File: src/rtl/aes_pkg.sv
// Shared AES types and helpers for the streaming ShiftRows stage.
`timescale 1ns/1ps
package aes_pkg;

  localparam int AES_NB    = 4;
  localparam int AES_COL_W = 32;

  typedef logic [7:0]                        aes_byte_t;
  typedef logic [AES_COL_W-1:0]              aes_col_t;
  typedef logic [1:0]                        aes_col_idx_t;
  typedef logic [AES_NB-1:0][AES_COL_W-1:0]  aes_state_t;

  typedef enum logic {
    SHIFT_FWD = 1'b0,
    SHIFT_INV = 1'b1
  } aes_shift_dir_t;

  // Row 0 is the most significant byte of a column.
  function automatic aes_byte_t get_byte(input aes_col_t col, input aes_col_idx_t row);
    aes_byte_t b;
    case (row)
      2'd0:    b = col[31:24];
      2'd1:    b = col[23:16];
      2'd2:    b = col[15:8];
      default: b = col[7:0];
    endcase
    return b;
  endfunction

endpackage

File: src/rtl/aes_state_bank.sv
// One buffered AES state: column-write register file, full/direction flags
// and the row-shift read mux.
`timescale 1ns/1ps
module aes_state_bank
  import aes_pkg::*;
(
  input  logic        clk,
  input  logic        rst_n,
  input  logic        wr_en,
  input  logic [1:0]  wr_col,
  input  logic [31:0] wr_data,
  input  logic        wr_inv,
  input  logic        rd_done,
  input  logic [1:0]  rd_col,
  output logic        full,
  output logic [31:0] rd_data
);

  aes_col_t       col_reg [AES_NB];
  aes_shift_dir_t dir_reg;
  logic           full_reg;
  logic           wr_ok;

  // A full bank is never overwritten, whatever the caller requests.
  assign wr_ok = wr_en && !full_reg;
  assign full  = full_reg;

  always_ff @(posedge clk or negedge rst_n) begin
    if (!rst_n) begin
      for (int c = 0; c < AES_NB; c++) col_reg[c] <= '0;
    end else if (wr_ok) begin
      col_reg[wr_col] <= wr_data;
    end
  end

  always_ff @(posedge clk or negedge rst_n) begin
    if (!rst_n) begin
      full_reg <= 1'b0;
      dir_reg  <= SHIFT_FWD;
    end else begin
      if (wr_ok && wr_col == 2'd3) full_reg <= 1'b1;
      else if (rd_done)            full_reg <= 1'b0;
      if (wr_ok && wr_col == 2'd0) dir_reg <= aes_shift_dir_t'(wr_inv);
    end
  end

  generate
    for (genvar gi = 0; gi < AES_NB; gi++) begin : g_row
      aes_col_idx_t fwd_idx;
      aes_col_idx_t inv_idx;
      aes_col_idx_t sel_idx;
      assign fwd_idx = rd_col + aes_col_idx_t'(gi);
      assign inv_idx = rd_col - aes_col_idx_t'(gi);
      assign sel_idx = (dir_reg == SHIFT_INV) ? inv_idx : fwd_idx;
      assign rd_data[(AES_COL_W-1)-8*gi -: 8] = get_byte(col_reg[sel_idx], aes_col_idx_t'(gi));
    end
  endgenerate

endmodule

File: src/rtl/aes_shift_rows_stream.sv
// Streaming AES ShiftRows with ping-pong state banks.
// Define AES_SHIFT_ROWS_INV_EN to add the per-block inv (InvShiftRows) port.
`timescale 1ns/1ps
module aes_shift_rows_stream
  import aes_pkg::*;
#(
  parameter int NUM_BANKS = 2
) (
  input  logic        clk,
  input  logic        rst_n,
  input  logic        in_valid,
  output logic        in_ready,
  input  logic [31:0] din,
`ifdef AES_SHIFT_ROWS_INV_EN
  input  logic        inv,
`endif
  output logic        out_valid,
  input  logic        out_ready,
  output logic [31:0] dout,
  output logic        out_last
);

  localparam int BW = (NUM_BANKS > 1) ? $clog2(NUM_BANKS) : 1;
  localparam int NS = 1 << BW;

  logic [BW-1:0] wr_bank_reg;
  logic [BW-1:0] rd_bank_reg;
  aes_col_idx_t  wr_col_reg;
  aes_col_idx_t  rd_col_reg;
  logic [NS-1:0] full_vec;
  aes_col_t      rd_data_vec [NS];
  logic          wr_fire;
  logic          rd_fire;
  logic          inv_in;

`ifdef AES_SHIFT_ROWS_INV_EN
  assign inv_in = inv;
`else
  assign inv_in = 1'b0;
`endif

  function automatic logic [BW-1:0] next_bank(input logic [BW-1:0] b);
    return (b == BW'(NUM_BANKS - 1)) ? '0 : b + 1'b1;
  endfunction

  assign in_ready  = !full_vec[wr_bank_reg];
  assign out_valid = full_vec[rd_bank_reg];
  assign out_last  = out_valid && (rd_col_reg == 2'd3);
  assign dout      = out_valid ? rd_data_vec[rd_bank_reg] : '0;
  assign wr_fire   = in_valid && in_ready;
  assign rd_fire   = out_valid && out_ready;

  generate
    for (genvar gi = 0; gi < NS; gi++) begin : g_bank
      if (gi < NUM_BANKS) begin : g_real
        aes_state_bank u_bank (
          .clk     (clk),
          .rst_n   (rst_n),
          .wr_en   (wr_fire && wr_bank_reg == BW'(gi)),
          .wr_col  (wr_col_reg),
          .wr_data (din),
          .wr_inv  (inv_in),
          .rd_done (rd_fire && rd_col_reg == 2'd3 && rd_bank_reg == BW'(gi)),
          .rd_col  (rd_col_reg),
          .full    (full_vec[gi]),
          .rd_data (rd_data_vec[gi])
        );
      end else begin : g_pad
        // Unused slots of the power-of-two select space read as empty.
        assign full_vec[gi]    = 1'b0;
        assign rd_data_vec[gi] = '0;
      end
    end
  endgenerate

  always_ff @(posedge clk or negedge rst_n) begin
    if (!rst_n) begin
      wr_bank_reg <= '0;
      wr_col_reg  <= '0;
      rd_bank_reg <= '0;
      rd_col_reg  <= '0;
    end else begin
      if (wr_fire) begin
        wr_col_reg <= wr_col_reg + 2'd1;
        if (wr_col_reg == 2'd3) wr_bank_reg <= next_bank(wr_bank_reg);
      end
      if (rd_fire) begin
        rd_col_reg <= rd_col_reg + 2'd1;
        if (rd_col_reg == 2'd3) rd_bank_reg <= next_bank(rd_bank_reg);
      end
    end
  end

endmodule

File: config.mk
export PLATFORM = sky130hd
export DESIGN_NAME = aes_shift_rows_stream
export DESIGN_NICKNAME = d
export VERILOG_FILES = /design/src/rtl/aes_pkg.sv /design/src/rtl/aes_state_bank.sv /design/src/rtl/aes_shift_rows_stream.sv
export SDC_FILE = /design/constraint.sdc
export NUM_CORES = 1
export LEC_CHECK = 0
export ABC_AREA = 1
export BUFFER_PORTS_ARGS = -buffer_cell sky130_fd_sc_hd__buf_4
export CAP_MARGIN = 10
export CORE_MARGIN = 2
export CORE_UTILIZATION = 25
export CTS_CLUSTER_DIAMETER = 50
export DETAILED_ROUTE_END_ITERATION = 10
export MAX_ROUTING_LAYER = met4
export RECOVER_POWER = 25
export REMOVE_ABC_BUFFERS = 1
export SETUP_SLACK_MARGIN = 0.3
export SYNTH_ARGS = -nofsm -noshare
export SYNTH_HDL_FRONTEND = slang
export SYNTH_SLANG_ARGS = --single-unit
export TNS_END_PERCENT = 1
File: constraint.sdc
create_clock -name clk -period 3.7 [get_ports clk]
set_input_delay 0.925 -clock clk [delete_from_list [all_inputs] [get_ports clk]]
set_output_delay 0.925 -clock clk [all_outputs]
set_load 0.01 [all_outputs]
== Word level (Yosys, flattened, before mapping) ==
Cells that the tools add are included.

* Add/sub/neg operators: 6
* Multipliers: 0
* Div/mod/pow operators: 0
* $lt $le $gt $ge: 9
* Eq/ne operators: 2
* Shift-type cells: 0
* Muxes and demuxes: 42
* Bitwise gates (word level): 8
* Reductions and logical operators: 20

{| class="wikitable"
|+ Operator list
! cell !! number
|-
| binary-select mux 32 bit (select 2 bit) || 8
|-
| 2-to-1 mux 32 bit || 9
|-
| bitwise mux 128 bit || 2
|-
| 2-to-1 mux 24 bit || 4
|-
| demux 32 bit (select 2 bit) || 1
|-
| 2-to-1 mux 16 bit || 4
|-
| 2-to-1 mux 8 bit || 4
|-
| >= comparator 3 bit, second input constant || 5
|-
| inverter 2 -> 3 bit || 5
|-
| logical AND 1 bit || 13
|-
| 2-to-1 mux 1 bit || 10
|-
| adder 2 x 1 -> 2 bit, second input constant || 2
|-
| adder 2 bit, second input constant || 2
|-
| equality test 2 bit, second input constant || 2
|-
| < comparator 1 x 2 -> 1 bit, second input constant || 2
|-
| AND reduction 2 bit || 2
|-
| nonzero test 2 bit || 2
|-
| zero test 1 bit || 3
|-
| < comparator 3 x 1 -> 1 bit, second input constant || 1
|-
| adder 1 bit, second input constant || 2
|-
| >= comparator 2 bit, second input constant || 1
|-
| inverter 1 bit || 2
|-
| inverter 1 -> 2 bit || 1
|}

* Bits in registers: 264
* Latch bits: 0
* Memory bits (writable): 0
* Bits in read-only memories: 0
* Bits of input ports: 36
* Output and inout port bits: 35
* Word-level logic and storage cells: 101
* Memories kept: 0

== Longest topological paths before layout ==
* Depth after elaboration: 9
* Depth in mapped cells: 8
* Depth with buffers taken out: 6

== Hierarchy ==
Synthesis repeated with hierarchy kept, for this count alone.

* Cell total of the unflattened synthesis: 1645
* Area, all modules: 13267.7 um^2

{| class="wikitable"
|+ By module, submodules not included
! module !! instances !! cells each !! area each (um^2) !! sequential area each (um^2)
|-
| aes_state_bank || 2 || 713 || 6080.8 || 3253.1
|-
| aes_shift_rows_stream || 1 || 219 || 1106.1 || 150.1
|}

== Worst setup path after synthesis ==
Ideal clock, no wire load.

* Path kind: reg-to-output
* From: register rd_col_reg[0]
* To: output dout[0]
* Arrival time: 1.516 ns
* Data required time: 2.775 ns
* Setup slack: 1.259 ns
* Stages on the path, launching flop included: 8
* Buffers on the path: 2
* Cells stage by stage: dfrtp_1 > ha_1 > clkbuf_1 > clkbuf_1 > nand3_1 > nand3_1 > nand2_1 > nor2_1

* Word-level cells in the longest chain between the ends: 9
* Elaborated cells on any way between the ends: 12
* Classes of those cells: add/sub: 1; mux: 10; bitwise: 1

{| class="wikitable"
|+ Ends and longest elaborated chain
! item !! RTL line !! text
|-
| start: declaration || aes_shift_rows_stream.sv:29 || <nowiki>aes_col_idx_t rd_col_reg;</nowiki>
|-
| start signal: assignment || aes_shift_rows_stream.sv:88 || <nowiki>rd_col_reg <= rd_col_reg + 2'd1;</nowiki>
|-
| adder 2 bit (*) || aes_state_bank.sv:52 || <nowiki>assign fwd_idx = rd_col + aes_col_idx_t'(gi);</nowiki>
|-
| inverter 2 -> 3 bit (not written as such) (*) || aes_state_bank.sv:55 || <nowiki>assign rd_data[(AES_COL_W-1)-8*gi -: 8] = get_byte(col_reg[sel_idx], aes_col_idx_t'(gi));</nowiki>
|-
| binary-select mux 32 bit (select 2 bit) || aes_state_bank.sv:55 ||
|-
| 2-to-1 mux 8 bit (not written as such) (2 in a row) || aes_state_bank.sv:55 ||
|-
| 2-to-1 mux 32 bit (not written as such) (*) (3 in a row) || aes_shift_rows_stream.sv:49 || <nowiki>assign dout = out_valid ? rd_data_vec[rd_bank_reg] : '0;</nowiki>
|-
| 2-to-1 mux 32 bit (*) || aes_shift_rows_stream.sv:49 ||
|-
| end: declaration || aes_shift_rows_stream.sv:19 || <nowiki>output logic [31:0] dout,</nowiki>
|}

Every way passes the cells marked *; elsewhere a longest branch is shown, timed or not. The select of a mux whose other input is x is not followed.

== Worst setup path in the final report ==
* From: register rd_col_reg[0]
* To: output dout[18]

* Word-level cells in the longest chain between the ends: 9
* Elaborated cells on any way between the ends: 12
* Classes of those cells: add/sub: 1; mux: 10; bitwise: 1

{| class="wikitable"
|+ Ends and longest elaborated chain
! item !! RTL line !! text
|-
| adder 2 x 1 -> 2 bit (*) || aes_state_bank.sv:52 ||
|-
| via g_bank[0].g_real.u_bank.g_row[1].fwd_idx[1] || aes_state_bank.sv:49 || <nowiki>aes_col_idx_t fwd_idx;</nowiki>
|-
| inverter 2 -> 3 bit (not written as such) (*) || aes_state_bank.sv:55 ||
|-
| binary-select mux 32 bit (select 2 bit) || aes_state_bank.sv:55 ||
|-
| 2-to-1 mux 24 bit (not written as such) (2 in a row) || aes_state_bank.sv:55 ||
|-
| 2-to-1 mux 32 bit (not written as such) (*) (3 in a row) || aes_shift_rows_stream.sv:49 ||
|-
| 2-to-1 mux 32 bit (*) || aes_shift_rows_stream.sv:49 ||
|}

The timed path passes the listed nets; every way through them passes the cells marked *. The select of a mux whose other input is x is not followed.

==> run_results.csv <==
group,metric,value,unit
worst_setup_path,cp.required,2.77,ns
timing,rsz0062_at_grt,"yes",
timing,final.setup_skew,0.0154,ns
global_route,overflow,0,
job,drv_cap,1,
timing,whs,0.480,ns
cts,clkTransAtPathRegs,0.06,ns
logic_synthesis,synth_top_area_cell,"dfrtp_1",
worst_setup_path,crit_fanout,14,
global_route,grt_max_degree,88,
worst_hold_path,hold_start,"g_bank[1].g_real.u_bank.col_reg[0]",
pwr,leakage,7.92,nW
die,num_rows,83,
finish,largest_reg_flops,256,
worst_setup_path,r2r-start,"g_bank[0].g_real.u_bank.full",
worst_hold_path,hold_depth,2,
pwr,ir_drop,0.582,mV
timing,fin_crit_sh,0.914,
worst_setup_path,r2r-end,"g_bank[0].g_real.u_bank.col_reg[122]",
detailed_routing,wire_per_inst,14.0,µm
cts,ctsHtreeMaxLevel,2,
finish,multiInputGateArea,4880,µm²
worst_setup_path,r2r_setup_slack,1.19,ns
finish,layout-drive-gt1-share,0.0938,
finish,final_common_cell,"nand2_1",
logic_synthesis,syn_area_per_cell,7.45,µm²
timing,min_period,3.38,ns
logic_synthesis,synth_cell_type_count,22,
detailed_routing,vias,10800,
detailed_routing,vias_per_cell,4.34,
worst_hold_path,min_to,"g_bank[1].g_real.u_bank.col_reg[0]",
run_status,violations,"capacitance limit, slew limit",
placement,gp_congestion,0.755,
global_route,grt_pass1_vias,10500,
logic_synthesis,netlist.area_leader.share,0.504,
detailed_routing,drc,0,
timing,slew-limit-headroom,-0.583,
placement,hpwl,19900,µm
die,fp.dieW,233,µm
logic_synthesis,yosysWarnings,0,
worst_setup_path,r2r_cells,3,
run_status,status,"finished, violations left",
die,fp.dieH,233,µm
cts,numCtsBuffers,34,
logic_synthesis,syn_inst,1759,
worst_setup_path,path_class,"register to output port",
pwr,switching_share,0.411,
logic_synthesis,synth_area,13100,µm²
finish,nFillCells,5604,
logic_synthesis,ys_ff_latch,264,
global_route,grt_pass1_wl,57400,µm
detailed_routing,drt_iter0_drc,689,
detailed_routing,drt-pass1-iter-count,5,
global_route,grt_usage,0.136,
global_route,grt_antenna_before_repair,2,
worst_setup_path,end_kind,"output port",
cts,cts_tree,"done",
worst_setup_path,critPathArrivalTime,2.46,ns
cts,clk_latency,0.50,ns
finish,syn2layout_area_growth,17.1,%
worst_setup_path,start_kind,"register",
pwr,p_sw,5.98,mW
cts,clockBufferDepth,3,
timing,drv_slew,85,
finish,final_cell_mix,"nand2_1, inv_1, dfrtp_1, o21ai_1, nand3_1",
die,dieArea,54200,µm²
pwr,internal_power,8.56,mW
timing,setup_viol,0,
cts,ctsRootBufferMaster,"clkbuf_16",
die,core_area,51500,µm²
timing,hold_viol,0,
pwr,p_comb_frac,0.443,
pwr,p_seq_frac,0.338,
detailed_routing,antenna_left,0,
timing,tightest_slew,2.38,ns
die,io_pins,71,
die,start_util,0.254,
placement,place.port_buffers,70,
cts,cts_setup_buffers,0,
finish,finalNetCount,1820,
logic_synthesis,ys_seq_area_frac,0.504,
pwr,p_per_area,948,nW/µm²
cts,clkSinkCount,264,
pwr,pwr-share-clk,0.219,
detailed_routing,routed_wl,34700,µm
pwr,p_total,14.5,mW
worst_hold_path,hp-class,"register to register",
logic_synthesis,synth.area.top_cells,"dfrtp_1, nand2_1, inv_1",
finish,seqCellArea,6610,µm²
timing,fmax,296,MHz
## how the worst max path moves through the flow
stage,to,start,cells after the start
2_1_floorplan,dout[10],rd_col_reg[0],6
3_3_place_gp,dout[26],rd_col_reg[0],9
3_5_place_dp,dout[26],rd_col_reg[0],9
4_1_cts,dout[21],rd_col_reg[0],8
5_1_grt,dout[7],rd_col_reg[0],8
6_report,dout[18],rd_col_reg[0],8
## power groups by stage
stage / Sequential [mW] / Clock [mW] / Combinational (mW)
2_1_floorplan: 4.97 / 0 / 4.18
3_3_place_gp: 4.89 / 0 / 6.29
3_5_place_dp: 4.94 / 0 / 6.42
4_1_cts: 4.91 / 3.27 / 6.54
5_1_grt: 5.07 / 3.39 / 7.44
6_report: 4.91 / 3.19 / 6.44
## cell type report
class / count / share of cell area
clock buffer: 46 / 0.0618
sequential: 264 / 0.431
inverter: 299 / 0.0736
multi-input combinational: 1092 / 0.318
tap: 680 / 0.0555
antenna: 2 / 0.000326
timing repair buffer: 88 / 0.0504
clock inverter: 13 / 0.00914
## timing repair
| item | 4_1_cts | 5_1_grt |
|---|---|---|
| resized for setup | 1 | 4 |
| setup endpoints to repair | 28 | 26 |
| hold buffers | 0 | 0 |
| hold endpoints to repair | 0 | 0 |
| cloned | 1 | 0 |
## through the flow
| step | instance area [µm²] | cells | TNS, ns | setup slack (ns) | utilization |
|---|---|---|---|---|---|
| floorplan | 12600 | 1655 | -50.31 | -1.55 | - |
| global placement | 14200 | 2422 | 0 | 0.671 | 0.276 |
| detailed placement | 14200 | 2422 | 0 | 0.666 | 0.276 |
| CTS | 15300 | 2482 | 0 | 0.152 | 0.298 |
| global route | 15300 | 2484 | 0 | 0.188 | 0.298 |
| finish | 15300 | 2484 | 0 | 0.317 | 0.298 |
## cells in the mapped netlist
master      n
o21ai_0    75
nor2_1     66
nor2_8      1
o31ai_1     2
buf_2      56
nand3_4     4
a21oi_1     1
nand3_2     4
or2_2       1
ha_1        5
clkbuf_1   36
xor2_1      2
o21ai_2    14
o21ai_1   171
nor2_4      1
nand2_1   583
inv_2       2
inv_1     297
nand3_1   162
dfrtp_1   264
buf_1       4
buf_6       8
## layer usage
metal / GRT usage / vias to the layer above / part of all wire
met5: - / - / 0
li1: - / 5430 / -
met2: 0.220 / 200 / 0.47
met3: 0.0200 / 52 / 0.043
met1: 0.179 / 5091 / 0.47
met4: 0.0293 / 0 / 0.017
## cell families (layout without fill, tap and decap cells)
logic type                 count (synthesis)  after routing  synth area share
buffers and inverters                    403            446             0.125
other                                      0              2                 0
adders and majority gates                  5              5           0.00478
and+or+nand+nor                          822            822             0.259
xor gates and xnor gates                   2              2           0.00134
AOI/OAI and AO/OA                        263            263             0.105
DFF                                      264            264             0.504
## critical path: stages, from the launching register on
cell	delay, ns
dfrtp_4	0.50
ha_1	0.37
clkinvlp_4	0.33
buf_4	0.30
nand3_1	0.09
nand3_1	0.07
nand2_1	0.09
nor2_1	0.05
buf_4	0.15
Note: power is estimated with default switching activity, not from simulation.
